[src/rtl/packmem_pkg.sv]
// Shared definitions for the packet-memory access arbiters: requester ids,
// the read tag carried alongside each issued read, and the read-latency calc.
package packmem_pkg;

  typedef enum logic {
    REQ_CPU = 1'b0,
    REQ_FWD = 1'b1
  } req_id_t;

  typedef struct packed {
    logic    v;
    req_id_t id;
    logic    hit;
  } rd_tag_t;

  // One cycle of array access plus any register stages around it.
  function automatic int unsigned memlat_calc(input int unsigned buf_in,
                                              input int unsigned buf_out);
    return 1 + buf_in + buf_out;
  endfunction

endpackage

[src/rtl/rr_arb2.sv]
// Two-way round-robin grant. Combinational grants; last_gnt remembers the
// most recent winner so the other requester wins the next conflict.
module rr_arb2
  import packmem_pkg::*;
(
  input  logic clk,
  input  logic rst,
  input  logic en,
  input  logic req0,
  input  logic req1,
  output logic gnt0,
  output logic gnt1
);

  req_id_t last_gnt;

  always_comb begin
    gnt0 = 1'b0;
    gnt1 = 1'b0;
    if (en) begin
      if (req0 && req1) begin
        gnt0 = (last_gnt == REQ_FWD);
        gnt1 = (last_gnt == REQ_CPU);
      end else begin
        gnt0 = req0;
        gnt1 = req1;
      end
    end
  end

  always_ff @(posedge clk) begin
    if (!rst) begin
      last_gnt <= REQ_FWD;
    end else if (gnt0) begin
      last_gnt <= REQ_CPU;
    end else if (gnt1) begin
      last_gnt <= REQ_FWD;
    end
  end

endmodule

[src/rtl/packmem_rd_arbiter.sv]
// Packet-memory read-port arbiter: round-robin grant, MEMLAT-deep tag pipe
// routing returns to their issuer. PACKMEM_RDARB_CACHE_EN adds a one-word cache.
module packmem_rd_arbiter
  import packmem_pkg::*;
#(
  parameter int unsigned ADDR_WIDTH = 9,
  parameter int unsigned DATA_WIDTH = 64,
  parameter int unsigned BUF_IN     = 0,
  parameter int unsigned BUF_OUT    = 0
) (
  input  logic                  clk,
  input  logic                  rst,
  input  logic [ADDR_WIDTH-1:0] req0_addr,
  input  logic                  req0_rd_en,
  output logic                  req0_gnt,
  output logic [DATA_WIDTH-1:0] req0_data,
  output logic                  req0_vld,
  input  logic [ADDR_WIDTH-1:0] req1_addr,
  input  logic                  req1_rd_en,
  output logic                  req1_gnt,
  output logic [DATA_WIDTH-1:0] req1_data,
  output logic                  req1_vld,
  input  logic                  inval,
  output logic [ADDR_WIDTH-1:0] mem_addr,
  output logic                  mem_rd_en,
  input  logic [DATA_WIDTH-1:0] mem_data,
  input  logic                  mem_vld,
  output logic                  err
);

  localparam int unsigned MEMLAT = memlat_calc(BUF_IN, BUF_OUT);

  logic                  out_en;
  logic                  active;
  logic                  any_gnt;
  logic                  hit;
  logic                  err_q;
  logic [ADDR_WIDTH-1:0] win_addr;
  logic [DATA_WIDTH-1:0] cache_data;
  logic [DATA_WIDTH-1:0] ret_data;
  rd_tag_t               new_tag;
  rd_tag_t               head;
  rd_tag_t               pipe [MEMLAT];

  // Outputs stay quiet during reset and for the first cycle after it.
  always_ff @(posedge clk) begin
    out_en <= rst;
  end
  assign active = rst & out_en;

  rr_arb2 u_arb (
    .clk  (clk),
    .rst  (rst),
    .en   (active),
    .req0 (req0_rd_en),
    .req1 (req1_rd_en),
    .gnt0 (req0_gnt),
    .gnt1 (req1_gnt)
  );

  assign any_gnt  = req0_gnt | req1_gnt;
  assign win_addr = req1_gnt ? req1_addr : req0_addr;

`ifdef PACKMEM_RDARB_CACHE_EN
  logic [ADDR_WIDTH-1:0] pend_addr;
  logic                  pend_v;

  assign hit = any_gnt && pend_v && !inval && (win_addr == pend_addr);

  // A miss issued in the same cycle as inval reads the new buffer, so it is cacheable.
  always_ff @(posedge clk) begin
    if (!rst) begin
      pend_v <= 1'b0;
    end else if (any_gnt && !hit) begin
      pend_v    <= 1'b1;
      pend_addr <= win_addr;
    end else if (inval) begin
      pend_v <= 1'b0;
    end
  end

  always_ff @(posedge clk) begin
    if (head.v && !head.hit) begin
      cache_data <= mem_data;
    end
  end
`else
  logic unused_inval;
  assign unused_inval = inval;
  assign hit          = 1'b0;
  assign cache_data   = '0;
`endif

  assign new_tag = '{v: any_gnt, id: (req1_gnt ? REQ_FWD : REQ_CPU), hit: hit};

  always_ff @(posedge clk) begin
    if (!rst) begin
      for (int unsigned i = 0; i < MEMLAT; i++) begin
        pipe[i] <= '0;
      end
    end else begin
      pipe[0] <= new_tag;
      for (int unsigned i = 1; i < MEMLAT; i++) begin
        pipe[i] <= pipe[i-1];
      end
    end
  end

  assign head = pipe[MEMLAT-1];

  always_ff @(posedge clk) begin
    if (!rst) begin
      err_q <= 1'b0;
    end else if (mem_vld && !head.v) begin
      err_q <= 1'b1;
    end
  end

  always_comb begin
    mem_rd_en = any_gnt & ~hit;
    mem_addr  = mem_rd_en ? win_addr : '0;
    ret_data  = head.hit ? cache_data : mem_data;
    req0_vld  = active && head.v && (head.id == REQ_CPU);
    req1_vld  = active && head.v && (head.id == REQ_FWD);
    req0_data = active ? ret_data : '0;
    req1_data = active ? ret_data : '0;
    err       = active & err_q;
  end

endmodule

[config.mk]
export PLATFORM = sky130hd
export DESIGN_NAME = packmem_rd_arbiter
export DESIGN_NICKNAME = d
export VERILOG_FILES = /design/src/rtl/packmem_pkg.sv /design/src/rtl/rr_arb2.sv /design/src/rtl/packmem_rd_arbiter.sv
export SDC_FILE = /design/constraint.sdc
export NUM_CORES = 1
export LEC_CHECK = 0
export BUFFER_PORTS_ARGS = -buffer_cell sky130_fd_sc_hd__buf_2
export CAP_MARGIN = 20
export CORE_AREA = 4 4 88 90
export CTS_CLUSTER_DIAMETER = 40
export DETAILED_ROUTE_END_ITERATION = 6
export DIE_AREA = 0 0 92 94
export PLACE_DENSITY_LB_ADDON = 0.05
export SYNTH_ARGS = -nofsm -noshare
export SYNTH_HDL_FRONTEND = slang
export SYNTH_SLANG_ARGS = --single-unit
export TNS_END_PERCENT = 5
[constraint.sdc]
create_clock -name clk -period 4.1 [get_ports clk]
set_input_delay 1.23 -clock clk [delete_from_list [all_inputs] [get_ports clk]]
set_output_delay 1.23 -clock clk [all_outputs]
set_load 0.1 [all_outputs]
==> results.json, run 1 <==
{
  "outcome": "finished, final reports clean",
  "maxSlewViolCount": 0,
  "area_delta_synth_final_pct": 87.6,
  "ctsHoldBuffers": 0,
  "grt_util_all_layers_pct": 11.3,
  "crit_start": "rst",
  "cts_setup_buffers": 0,
  "synthCells": 196,
  "fillers": 771,
  "place_ws_ns": 0.420,
  "yosys-top-cells-count": "and3_1, buf_4, nand2_1",
  "skew_ns": 0.00197,
  "power.leakage_nw": 1.74,
  "diodes": 0,
  "post_drt_wl_per_cell_um": 12.3,
  "worst_hold_path.endpoint": "err_q",
  "grt_pass1_vias": 1683,
  "fp.dieArea_um2": 8650,
  "synth_nets": 284,
  "finalPower_mw": 0.745,
  "regToRegStartpoint": "out_en",
  "synth_area_leaders": "buf_4, and3_1, dfxtp_1",
  "dieWidth_um": 92,
  "cts_resized": 0,
  "max_freq_mhz": 274,
  "core_um2": 7060,
  "endpoint_kind": "output pin",
  "cp.required_ns": 2.87,
  "die_h_um": 94,
  "crit_top_cell": "buf_2",
  "num_rows": 31,
  "crit_family": "buffers and inverters",
  "syn-mean-instance-area_um2": 6.88,
  "vias": 1806,
  "grt_pass1_wl_mm": 8.10,
  "cp_slowest_stage_delay_ns": 0.45,
  "final_nets": 444,
  "dp_hpwl_mm": 4.87,
  "dpl-instance-area_um2": 2480,
  "worst_hold_slack_ns": 0.454,
  "reg2reg_slack_ns": 2.80,
  "fin_crit_sh_pct": 89.1,
  "start_kind": "input port",
  "drcViolationCount": 0,
  "synth_top_area_cell": "buf_4",
  "pwr_density_cell_nw_per_um2": 295,
  "finalSetupViolCount": 0,
  "clock_sinks": 5,
  "final_antenna_net_count": 0,
  "cts_tree": "built",
  "grt_antenna_before_repair": 0,
  "cp_max_fo": 15,
  "fin_area_um2": 2530,
  "overflow": 0,
  "tns_ns": 0,
  "holdPathStages": 1,
  "final_hold_viol_count": 0,
  "cts_root_buf": "clkbuf_8",
  "vdd_drop_max_mv": 0.121,
  "ys_warn_count": 0,
  "r2r-end": "pipe[0][1]",
  "worstSetupPathType": "in2out",
  "seqCellArea_um2": 101,
  "routabilityCongestion": 0.674,
  "reg2reg_depth": 4,
  "ys.flop_type": "dfxtp_1",
  "routed_via_density": 3.98,
  "synthArstFlopShare_pct": 0,
  "pin_count": 231,
  "drive_gt1_share_pct": 72.7,
  "ys_types": 22,
  "synth.top_cell.area_share_pct": 36.8,
  "hp-class": "reg2reg",
  "drt-total-wl_mm": 5.60,
  "path_clk_slew_ns": 0.03,
  "multi_input_area_um2": 679,
  "drv_cap": 0,
  "cts_buffers": 3,
  "worst_pin_slew_ns": 0.605,
  "start_util_pct": 19.1,
  "crit_slowest_cell": "buf_2",
  "synth-edff-count": 0,
  "worstHoldStart": "err_q",
  "post-place-cells": 450,
  "syn_area_um2": 1350,
  "insertion_delay_ns": 0.22,
  "fin_ws_ns": 0.449,
  "fin_cells": 454,
  "rsz0062_at_grt": "no",
  "yosysSeqAreaShare_pct": 7.43,
  "cp_num_buf_inv": 3,
  "cp.arrival_ns": 2.42,
  "fin_util_pct": 35.8,
  "ys_ff_latch": 5,
  "drt-initial-drc-count": 44,
  "numPortBuffers": 229,
  "relSlewSlack_pct": 59.7,
  "crit_chain": "buf_2, buf_4, and3_1, buf_2",
  "cts_buffer_depth": 2,
  "cts_htree_levels": 1,
  "drt-pass1-iter-count": 4,
  "grt_max_degree": 43,
  "layout_min_cycle_time_ns": 3.65
}
## worst reg2reg max path, cell delays in order (launching register included)
cell     delay (ns)
dfxtp_2        0.70
and2_1         0.23
o21ai_1        0.06
buf_4          0.19
inv_1          0.06
## cells by family after synthesis
logic type | Yosys count | share of synthesized area [%]
compound gates | 16 | 9.75
flops | 5 | 7.43
buf+inv | 83 | 42.5
simple gates | 92 | 40.3
## registers in the layout (all words and copies together) (netlist names)
signal,count
u_arb.last_gnt,1
err_q,1
out_en,1
pipe,2
## power by group
| part | internal (mW) | switching, mW | total, mW | leakage (nW) |
|---|---|---|---|---|
| Sequential | 0.0519 | 0.00664 | 0.0586 | 0.0415 |
| Clock | 0.0667 | 0.0236 | 0.0903 | 0.0228 |
| Combinational | 0.118 | 0.478 | 0.596 | 1.67 |
| Total | 0.237 | 0.509 | 0.745 | 1.74 |
## layer usage
layer,global-route usage (%),routed length (µm),up-vias
li1,-,-,909
met5,0,0,-
met1,11.7,1960,792
met2,21.4,2910,103
met4,1.11,11,0
met3,5.37,724,2
## worst max path at each step
stage,end,slack (ns),depth (start not counted)
2_1_floorplan,mem_addr[8],-0.13,3
6_report,req0_data[40],0.45,4
5_1_grt,mem_addr[8],0.36,5
3_5_place_dp,req0_data[40],0.42,4
3_3_place_gp,mem_addr[8],0.42,5
4_1_cts,req0_data[40],0.42,4
## layout by cell type (no fill, tap or decap)
cell type  synthesis  layout
buf_2              3     204
and3_1            66      66
buf_12             0      25
nand2_1           11      11
nand2_2            8       8
a21oi_2            8       8
buf_4             66       6
dfxtp_1            5       4
inv_1              3       3
nor2_1             3       3
clkbuf_8           0       3
o21ai_0            2       2
a21oi_1            2       2
and2_1             1       1
o21ai_1            1       1
a21boi_4           1       1
a21bo_1            1       1
nor3b_2            0       1
nor2b_1            1       1
o21a_1             1       1
and3_2             1       1
clkbuf_1           8       1
dfxtp_2            0       1
## area by class of cell
| cell class | instances | share of cell area (%) |
|---|---|---|
| multi-input cells | 108 | 26.9 |
| flip-flops and latches | 5 | 4.01 |
| inverters | 3 | 0.446 |
| clock buffers | 4 | 1.78 |
| repair buffers | 235 | 62.0 |
| well taps | 99 | 4.90 |
Note: power is estimated with default switching activity, not from simulation.
==> run 2, diff against run 1 <==
Settings changed: CELL_PAD_IN_SITES_DETAIL_PLACEMENT set to 0, CELL_PAD_IN_SITES_GLOBAL_PLACEMENT set to 1, CORE_AREA 4 4 88 90 to unset, CORE_MARGIN set to 4, CORE_UTILIZATION set to 17, DIE_AREA 0 0 92 94 to unset.
==> results.json, run 2 (synthesis gave the netlist of run 1 again) <==
{
  "pwr-share-seq_pct": 7.1,
  "dp_hpwl_mm": 5.21,
  "start_util_pct": 17.4,
  "worstSetupPathType": "in2out",
  "pin_count": 231,
  "skew_ns": 0.000867,
  "tns_ns": 0,
  "core_um2": 7730,
  "fp.dieArea_um2": 9410,
  "cp.arrival_ns": 2.40,
  "endpoint_kind": "output pin",
  "drt-pass1-iter-count": 4,
  "grt_antenna_before_repair": 0,
  "pwr-share-comb_pct": 81.7,
  "routed_via_density": 3.99,
  "reg2reg_slack_ns": 2.76,
  "top_register": "pipe",
  "layout_commonest_cell": "buf_2",
  "cts_htree_levels": 1,
  "cts_tree": "built",
  "layout_min_cycle_time_ns": 3.63,
  "area_delta_synth_final_pct": 128,
  "numPortBuffers": 229,
  "fin_area_um2": 3080,
  "grt_pass1_vias": 1813,
  "drcViolationCount": 0,
  "diodes": 0,
  "drive_gt1_share_pct": 72.6,
  "crit_start": "req1_rd_en",
  "internal_power_mw": 0.280,
  "drt-initial-drc-count": 17,
  "worstHoldStart": "err_q",
  "cts_root_buf": "clkbuf_8",
  "die_h_um": 97.0,
  "vias": 1818,
  "finalSetupViolCount": 0,
  "path_clk_slew_ns": 0.03,
  "cp_max_fo": 11,
  "power.share.clock_pct": 11.2,
  "outcome": "finished, final reports clean",
  "ctsHoldBuffers": 0,
  "cp.required_ns": 2.87,
  "grt_pass1_wl_mm": 9.23,
  "vdd_drop_max_mv": 0.0778,
  "worst_pin_slew_ns": 0.500,
  "grt_max_degree": 48,
  "cts_setup_buffers": 0,
  "power.leakage_nw": 1.85,
  "rsz0062_at_grt": "no",
  "maxSlewViolCount": 0,
  "hp-class": "reg2reg",
  "dpl-instance-area_um2": 3030,
  "holdPathStages": 1,
  "layout_common_cells": "buf_2, and3_1, buf_12",
  "worst_hold_path.endpoint": "err_q",
  "grt_util_all_layers_pct": 11.6,
  "final_nets": 443,
  "cts_buffer_depth": 2,
  "drv_cap": 0,
  "insertion_delay_ns": 0.22,
  "post_drt_wl_per_cell_um": 13.2,
  "start_kind": "input port",
  "clock_sinks": 5,
  "dieWidth_um": 97.0,
  "r2r-end": "u_arb.last_gnt",
  "cts_resized": 0,
  "routabilityCongestion": 0.793,
  "fillers": 817,
  "pwr_density_cell_nw_per_um2": 259,
  "relSlewSlack_pct": 66.9,
  "max_freq_mhz": 276,
  "drt-total-wl_mm": 6.00,
  "final_antenna_net_count": 0,
  "p_sw_mw": 0.517,
  "fin_crit_sh_pct": 88.4,
  "regToRegStartpoint": "out_en",
  "num_rows": 32,
  "p_sw_share_pct": 64.9,
  "final_hold_viol_count": 0,
  "largest_register_ffs": 2,
  "overflow": 0,
  "reg2reg_depth": 3,
  "cts_buffers": 3
}
-- run 2: worst max-delay path by stage --
stage | endpoint | slack (ns) | cells after the start
floorplan | mem_addr[8] | -0.13 | 3
global placement | mem_addr[8] | 0.42 | 5
detailed placement | mem_addr[8] | 0.45 | 5
CTS | mem_addr[8] | 0.44 | 5
global route | mem_addr[8] | 0.36 | 5
finish | mem_addr[8] | 0.47 | 5
-- run 2: worst max-delay path, cell delays in order --
cell and delay (ns):
buf_2 0.13, a21bo_1 0.48, nand2_1 0.10, a21oi_1 0.25
buf_12 0.21
-- run 2: metrics by stage --
step | hold slack [ns] | total power [mW] | std cells | utilization (%) | setup slack (ns)
global route | 0.506 | 0.823 | 456 | 39.8 | 0.356
finish | 0.462 | 0.797 | 456 | 39.8 | 0.475
global placement | 0.446 | 0.713 | 452 | 39.2 | 0.418
CTS | 0.470 | 0.805 | 456 | 39.8 | 0.441
floorplan | 0.432 | 0.558 | 196 | - | -0.134
detailed placement | 0.445 | 0.713 | 452 | 39.2 | 0.448
-- run 2: final cells by class --
cell class / instances / area (µm²) / share of cell area [%]
Tap cell: 102 / 128 / 4.15
Timing Repair Buffer: 234 / 2110 / 68.6
Multi-Input combinational cell: 108 / 679 / 22.1
Sequential cell: 5 / 101 / 3.29
Clock buffer: 4 / 45.0 / 1.46
Inverter: 3 / 11.3 / 0.366
-- run 2: power by group through the flow --
stage | clock (mW) | sequential, mW | combinational (mW)
after floorplan | 0 | 0.0545 | 0.504
after global placement | 0 | 0.0572 | 0.656
after detailed placement | 0 | 0.0570 | 0.656
after CTS | 0.0919 | 0.0564 | 0.657
after global routing | 0.0944 | 0.0571 | 0.672
final | 0.0895 | 0.0562 | 0.651
-- run 2: per-layer routing --
| layer | up-vias | wire, µm | GRT usage [%] |
|---|---|---|---|
| li1 | 906 | - | - |
| met1 | 786 | 1880 | 11.2 |
| met2 | 114 | 3450 | 23.9 |
| met3 | 12 | 538 | 2.45 |
| met4 | 0 | 134 | 3.78 |
| met5 | - | 0 | 0 |
==> run 3, diff against run 2 <==
Settings changed: BUFFER_PORTS_ARGS -buffer_cell sky130_fd_sc_hd__buf_2 to -buffer_cell sky130_fd_sc_hd__buf_4, CORE_MARGIN 4 to unset.
==> results.json, run 3 (synthesis gave the netlist of run 1 again) <==
{
  "outcome": "finished, final reports clean",
  "dieWidth_um": 91.0,
  "drt-initial-drc-count": 36,
  "numPortBuffers": 229,
  "pwr_density_cell_nw_per_um2": 282,
  "routabilityCongestion": 0.691,
  "maxSlewViolCount": 0,
  "cts_buffer_depth": 2,
  "grt_antenna_before_repair": 0,
  "vias": 1841,
  "final_hold_viol_count": 0,
  "finalPower_mw": 0.767,
  "cts_tree": "built",
  "top_register": "pipe",
  "dpl-instance-area_um2": 2670,
  "pwr-share-comb_pct": 80.8,
  "tns_ns": 0,
  "cp.arrival_ns": 2.40,
  "largest_register_ffs": 2,
  "area_delta_synth_final_pct": 102,
  "cts_setup_buffers": 0,
  "routed_via_density": 4.06,
  "final_nets": 441,
  "hp-class": "reg2reg",
  "layout_common_cells": "buf_4, and3_1, nand2_1",
  "p_sw_share_pct": 65.9,
  "cp_max_fo": 11,
  "core_um2": 7690,
  "fin_area_um2": 2720,
  "rsz0062_at_grt": "no",
  "insertion_delay_ns": 0.21,
  "vdd_drop_max_mv": 0.0991,
  "layout_commonest_cell": "buf_4",
  "grt_max_degree": 47,
  "final_antenna_net_count": 0,
  "max_freq_mhz": 275,
  "worst_pin_slew_ns": 0.709,
  "post_drt_wl_per_cell_um": 12.4,
  "grt_util_all_layers_pct": 12.0,
  "cts_htree_levels": 1,
  "drv_cap": 0,
  "cts_root_buf": "clkbuf_8",
  "drt-total-wl_mm": 5.65,
  "endpoint_kind": "output pin",
  "worst_hold_slack_ns": 0.458,
  "grt_pass1_wl_mm": 8.22,
  "finalSetupViolCount": 0,
  "power.leakage_nw": 1.74,
  "worstSetupPathType": "in2out",
  "pin_count": 231,
  "fp.dieArea_um2": 8290,
  "reg2reg_slack_ns": 2.72,
  "internal_power_mw": 0.262,
  "skew_ns": 0.000182,
  "num_rows": 32,
  "p_sw_mw": 0.505,
  "grt_pass1_vias": 1624,
  "diodes": 0,
  "cts_buffers": 3,
  "layout_min_cycle_time_ns": 3.63,
  "clock_sinks": 5,
  "fin_crit_sh_pct": 88.6,
  "relSlewSlack_pct": 52.8,
  "power.share.clock_pct": 11.5,
  "pwr-share-seq_pct": 7.7,
  "ctsHoldBuffers": 0,
  "start_kind": "input port",
  "cts_resized": 0,
  "cp.required_ns": 2.87,
  "drive_gt1_share_pct": 72.4,
  "start_util_pct": 17.5,
  "drt-pass1-iter-count": 4,
  "drcViolationCount": 0,
  "die_h_um": 91.0,
  "path_clk_slew_ns": 0.03,
  "dp_hpwl_mm": 4.62,
  "overflow": 0
}
run 3: power by group through the flow:
| stage | logic (mW) | registers, mW | clock network, mW |
|---|---|---|---|
| after floorplan | 0.504 | 0.0545 | 0 |
| after global placement | 0.623 | 0.0599 | 0 |
| after detailed placement | 0.623 | 0.0601 | 0 |
| after CTS | 0.623 | 0.0594 | 0.0895 |
| after global routing | 0.637 | 0.0608 | 0.0942 |
| final | 0.620 | 0.0594 | 0.0880 |
run 3: worst paths after layout:
kind                                    end       start  depth (start not counted)
worst max-delay path            mem_addr[0]  req1_rd_en                          5
worst min-delay path                  err_q       err_q                          1
worst max register to register   pipe[0][1]      out_en                          4
worst min register to register        err_q       err_q                          1
run 3: critical path: stages:
cell	delay, ns
buf_4	0.13
a21bo_1	0.49
nand2_2	0.10
a21oi_2	0.15
buf_4	0.30
run 3: through the flow:
| stage | setup slack, ns | utilization [%] | std cells |
|---|---|---|---|
| finish | 0.469 | 35.4 | 454 |
| global route | 0.383 | 35.4 | 454 |
| CTS | 0.433 | 35.4 | 454 |
| detailed placement | 0.436 | 34.8 | 450 |
| global placement | 0.429 | 34.8 | 450 |
| floorplan | -0.134 | - | 196 |
run 3: cell type report:
| class | instances | area, µm² |
|---|---|---|
| multi-input combinational | 108 | 679 |
| sequential | 5 | 101 |
| tap | 102 | 128 |
| inverter | 3 | 11.3 |
| clock buffer | 4 | 45.0 |
| timing repair buffer | 232 | 1750 |
| fill | 829 | 4970 |
run 3: per-layer routing:
metal  part of all wire [%]  wire (µm)  track usage [%]
met3                     11        611             3.10
met4                   0.58         33             2.38
met1                     34       1940             12.1
met2                     54       3070             24.4
met5                      0          0                0
